$ cat config.mk
export PLATFORM = sky130hd
export DESIGN_NAME = output_trace_buffer
export DESIGN_NICKNAME = d
export VERILOG_FILES = /design/src/rtl/output_trace_buffer.sv
export SDC_FILE = /design/constraint.sdc
export NUM_CORES = 2
export LEC_CHECK = 0
export CORE_MARGIN = 4
export CORE_UTILIZATION = 32
export CTS_CLUSTER_SIZE = 25
export DETAILED_ROUTE_END_ITERATION = 10
export PLACE_DENSITY = 0.59
export RECOVER_POWER = 50
export SLEW_MARGIN = 20
export SYNTH_ARGS = -nofsm -noshare
export SYNTH_HDL_FRONTEND = slang
export SYNTH_SLANG_ARGS = --single-unit
$ cat constraint.sdc
create_clock -name clk -period 28.8 [get_ports clk]
set_input_delay 5.76 -clock clk [delete_from_list [all_inputs] [get_ports clk]]
set_output_delay 5.76 -clock clk [all_outputs]
set_load 0.005 [all_outputs]
$ cat src/rtl/output_trace_buffer.sv
// output_trace_buffer
// Captures monitor output activity (two signed values, activity mask and an
// optional cycle timestamp) into a circular FIFO of DEPTH records. Records
// are drained through a valid/ready read port. Overflow is counted and flagged.
// Optional feature macro: TRACE_TS_EN (timestamp counter and storage).
// Without it, rd_ts is tied to zero.
module output_trace_buffer #(
  parameter int DATA_W = 64,
  parameter int TS_W   = 32,
  parameter int DEPTH  = 16
) (
  input  logic                     clk,
  input  logic                     rst,
  input  logic                     en,
  input  logic signed [DATA_W-1:0] output_0,
  input  logic                     output_0_aktv,
  input  logic signed [DATA_W-1:0] output_1,
  input  logic                     output_1_aktv,
  input  logic                     rd_ready,
  input  logic                     clr_overflow,
  output logic                     rd_valid,
  output logic [1:0]               rd_mask,
  output logic signed [DATA_W-1:0] rd_data_0,
  output logic signed [DATA_W-1:0] rd_data_1,
  output logic [TS_W-1:0]          rd_ts,
  output logic [$clog2(DEPTH):0]   count,
  output logic                     overflow,
  output logic [15:0]              drop_count
);

  localparam int AW    = $clog2(DEPTH);
  localparam int CNT_W = AW + 1;
  localparam logic [CNT_W-1:0] FULL_CNT = CNT_W'(DEPTH);

  logic [AW-1:0]    r_wr_ptr;
  logic [AW-1:0]    r_rd_ptr;
  logic [CNT_W-1:0] r_count;
  logic             r_overflow;
  logic [15:0]      r_drop_count;

  logic signed [DATA_W-1:0] r_mem_d0   [DEPTH];
  logic signed [DATA_W-1:0] r_mem_d1   [DEPTH];
  logic [1:0]               r_mem_mask [DEPTH];

  logic w_valid;
  logic w_full;
  logic w_push_req;
  logic w_pop;
  logic w_push;
  logic w_drop;

  // A full FIFO still accepts a capture when the head leaves on the same edge;
  // the freed slot is exactly the one the write pointer addresses.
  assign w_valid    = (r_count != '0);
  assign w_full     = (r_count == FULL_CNT);
  assign w_push_req = en & (output_0_aktv | output_1_aktv);
  assign w_pop      = w_valid & rd_ready;
  assign w_push     = w_push_req & (~w_full | w_pop);
  assign w_drop     = w_push_req & w_full & ~w_pop;

  // Pointer and occupancy bookkeeping; pointers wrap naturally at DEPTH.
  always_ff @(posedge clk) begin
    if (rst) begin
      r_wr_ptr <= '0;
      r_rd_ptr <= '0;
      r_count  <= '0;
    end else begin
      if (w_push) r_wr_ptr <= r_wr_ptr + AW'(1);
      if (w_pop)  r_rd_ptr <= r_rd_ptr + AW'(1);
      case ({w_push, w_pop})
        2'b10:   r_count <= r_count + CNT_W'(1);
        2'b01:   r_count <= r_count - CNT_W'(1);
        default: r_count <= r_count;
      endcase
    end
  end

  // Sticky overflow flag and saturating drop counter; a drop beats a clear.
  always_ff @(posedge clk) begin
    if (rst) begin
      r_overflow   <= 1'b0;
      r_drop_count <= '0;
    end else if (w_drop) begin
      r_overflow <= 1'b1;
      if (clr_overflow)
        r_drop_count <= 16'd1;
      else if (r_drop_count != 16'hFFFF)
        r_drop_count <= r_drop_count + 16'd1;
    end else if (clr_overflow) begin
      r_overflow   <= 1'b0;
      r_drop_count <= '0;
    end
  end

  // Record storage; values are kept verbatim regardless of their aktv bit.
  always_ff @(posedge clk) begin
    if (w_push) begin
      r_mem_d0[r_wr_ptr]   <= output_0;
      r_mem_d1[r_wr_ptr]   <= output_1;
      r_mem_mask[r_wr_ptr] <= {output_1_aktv, output_0_aktv};
    end
  end

  assign rd_valid   = w_valid;
  assign rd_mask    = w_valid ? r_mem_mask[r_rd_ptr] : 2'b00;
  assign rd_data_0  = w_valid ? r_mem_d0[r_rd_ptr]   : '0;
  assign rd_data_1  = w_valid ? r_mem_d1[r_rd_ptr]   : '0;
  assign count      = r_count;
  assign overflow   = r_overflow;
  assign drop_count = r_drop_count;

`ifdef TRACE_TS_EN
  logic [TS_W-1:0] r_ts;
  logic [TS_W-1:0] r_mem_ts [DEPTH];

  // Free-running cycle timestamp, advancing only while enabled.
  always_ff @(posedge clk) begin
    if (rst)
      r_ts <= '0;
    else if (en)
      r_ts <= r_ts + TS_W'(1);
  end

  // Timestamp storage alongside each record (pre-increment value).
  always_ff @(posedge clk) begin
    if (w_push)
      r_mem_ts[r_wr_ptr] <= r_ts;
  end

  assign rd_ts = w_valid ? r_mem_ts[r_rd_ptr] : '0;
`else
  assign rd_ts = '0;
`endif

endmodule

==> results.py <==
metrics = {
    "worst_hold_path": {
        "min_from": "overflow",
        "hold_depth": 2,
        "min_to": "overflow",
        "hold_path.class": "flop to flop",
    },
    "power": {
        "p_per_area_mw_per_mm2": 83.2,
        "p_sw_mw": 2.04,
        "p_int_mw": 5.85,
        "leakage_nw": 28.0,
        "irDropWorstVdd_mv": 0.0715,
        "p_comb_share_pct": 20.4,
        "swShare_pct": 25.8,
        "clockPowerShare_pct": 35.7,
        "sequentialPowerShare_pct": 44.0,
    },
    "finish": {
        "fin_nets": 3964,
        "final_cell_mix": "edfxtp_1 (2080), mux4_2 (520), mux2i_1 (268), clkbuf_16 (218), dlygate4sd3_1 (153)",
        "final_cell_area_mm2": 0.0947,
        "area_delta_synth_final_pct": 17.6,
        "final_common_cell": "edfxtp_1",
        "final_cells": 7362,
        "drive_gt1_share_pct": 23.1,
    },
    "timing": {
        "tns_ns": 0,
        "fmax_mhz": 87.2,
        "finalHoldViolations": 0,
        "worst-slew-pin-transition_ns": 1.56,
        "fin_skew_ns": 0.0541,
        "rsz0062_at_grt": "no",
        "slew_headroom_pct": -4.09,
        "period_needed_ns": 11.46,
        "slew_violations": 14,
        "finalCritPeriodShare_pct": 39.8,
        "setup_viol": 0,
    },
    "critical_path": {
        "start_kind": "flop",
        "rr_worst_depth": 6,
        "path_class": "flop to output port",
        "crit_path_end_kind": "output port",
        "rr_startpoint": "count[1]",
        "required_ns": 23.04,
        "rr_endpoint": "r_mem_d0[10][40]",
        "crit_arrival_ns": 5.70,
        "critical_path.max_fanout": 98,
        "rrSetupSlack_ns": 24.06,
    },
    "route": {
        "vias": 36900,
        "avgViaCountPerCell": 5.01,
        "drc": 0,
        "detail_route.wl_per_cell_um": 26.4,
        "drt-total-wl_mm": 195,
        "drt_iter0_markers": 3309,
        "firstDrtPassIters": 5,
        "drtAntennaViolNets": 0,
    },
    "clocking": {
        "postCtsSetupBuffers": 0,
        "insertion_delay_ns": 0.86,
        "cts_tree": "yes",
        "clk_pin_slew_ns": 0.06,
        "clock_sinks": 2114,
        "cts_resized": 0,
        "numCtsBuffers": 217,
        "ctsHtreeMaxLevel": 4,
        "cts_hold_buf": 0,
        "cts_buffer_depth": 3,
        "root_buffer": "clkbuf_16",
    },
    "run": {
        "maxCapViolations": 3,
    },
    "place": {
        "io_buffers": 287,
        "place_area_mm2": 0.0875,
        "globalplace.congestion": 0.714,
        "dp_cells": 6931,
        "hpwl_mm": 93.6,
    },
    "grt": {
        "grt_pass1_vias": 38800,
        "grt_overflow": 0,
        "grt_max_degree": 115,
        "antenna_found_initial": 70,
        "grt_pass1_wl_mm": 280,
        "gr-usage-all-layers_pct": 14.8,
    },
    "die": {
        "die_w_um": 510,
        "die_height_um": 510,
        "ioPinCount": 320,
        "start_util_pct": 32.3,
        "core_mm2": 0.250,
        "dieArea_mm2": 0.260,
        "rows": 183,
    },
    "status": {
        "violations": "capacitance limit, slew limit",
        "status": "finished, violations left",
    },
    "logic_synthesis": {
        "ys_seq_area_share_pct": 78.4,
        "synth_cells": 3432,
        "synth_cell_types": 57,
        "synth-edff-count": 2080,
        "synth-seq-cells": 2114,
        "synth_top_area_share_pct": 77.5,
        "synth.largest_area_cell": "edfxtp_1",
        "synth_warnings": 0,
        "syn_area_mm2": 0.0806,
        "synth_ff_type": "edfxtp_1",
        "async_flop_share_pct": 0,
        "synth_area_leaders": "edfxtp_1 (78%), mux4_2 (15%), mux2i_1 (3.3%)",
        "post_synth.cell_area_avg_um2": 23.5,
    },
}
==> cells by family after synthesis <==
family,share of synthesized area [%]
flops,78.4
mux,17.9
buf+inv,1.31
compound gates,1.47
simple gates,0.746
fa+ha+maj,0.124
xor+xnor,0.0761
other cells,0.00466
==> worst max-delay path: stages, from the launching register on <==
cell             delay [ns]
dfxtp_4                0.88
buf_12                 0.62
buf_4                  0.86
buf_4                  0.84
mux4_2                 0.59
mux2i_1                0.21
o22ai_1                0.14
clkdlybuf4s50_1        0.52
==> sequential cells by signal (all words and copies together), names as in the netlist, named ones only <==
| register | count |
|---|---|
| count | 5 |
| drop_count | 16 |
| overflow | 1 |
| r_mem_d0 | 1024 |
| r_mem_d1 | 1024 |
| r_mem_mask | 32 |
| r_rd_ptr | 4 |
| r_wr_ptr | 4 |
==> Yosys cell counts (8+ instances only) <==
library cell  count
mux2i_1         268
buf_1            20
nor2_1           28
dfxtp_1          34
buf_2            65
nand2_1          19
ha_1              8
a21oi_1          10
buf_4            32
mux4_2          520
o22ai_1         130
nand3_1          10
clkbuf_1         99
edfxtp_1       2080
nor3_1            9
==> area by class of cell <==
| class | count | area, µm² |
|---|---|---|
| diodes | 23 | 57.6 |
| clock buffers | 259 | 5610 |
| clock inverters | 148 | 1600 |
| fillers | 22400 | 155000 |
| inverters | 5 | 18.8 |
| multi-input cells | 1125 | 16500 |
| flip-flops and latches | 2114 | 63200 |
| well taps | 3330 | 4170 |
| repair buffers | 358 | 3630 |
==> power groups by stage <==
stage,Sequential (mW),Clock (mW),Combinational (mW)
finish,3.47,2.81,1.61
global placement,3.53,0,1.66
CTS,3.47,2.88,1.67
detailed placement,3.53,0,1.66
floorplan,3.52,0,0.918
global route,3.47,3.02,1.74
==> layer usage <==
| layer | up-vias | global-route usage (%) | part of all wire (%) |
|---|---|---|---|
| met5 | - | 0 | 0.075 |
| met4 | 26 | 3.90 | 2.3 |
| met3 | 342 | 3.49 | 6.7 |
| met2 | 1097 | 25.3 | 50 |
| met1 | 19900 | 19.0 | 40 |
| li1 | 15500 | - | - |
==> worst max-delay path by stage <==
stage	from	endpoint	cells after the start
after global placement	flop	rd_data_1[6]	7
after floorplan	output_1_aktv	r_mem_d0[2][0]	4
after detailed placement	flop	rd_data_0[48]	7
after global routing	flop	rd_data_0[23]	7
final	flop	rd_data_0[30]	7
after CTS	flop	rd_data_0[48]	7
==> per-stage QoR <==
step	total power, mW	worst slack [ns]	hold slack, ns	utilization, %
detailed placement	5.20	17.73	0.481	35.1
floorplan	4.44	12.72	0.467	-
CTS	8.02	16.74	0.491	38.0
finish	7.88	17.34	0.484	38.0
global route	8.23	16.66	0.520	37.9
global placement	5.19	17.75	0.461	35.1
Note: power is estimated with default switching activity, not from simulation.
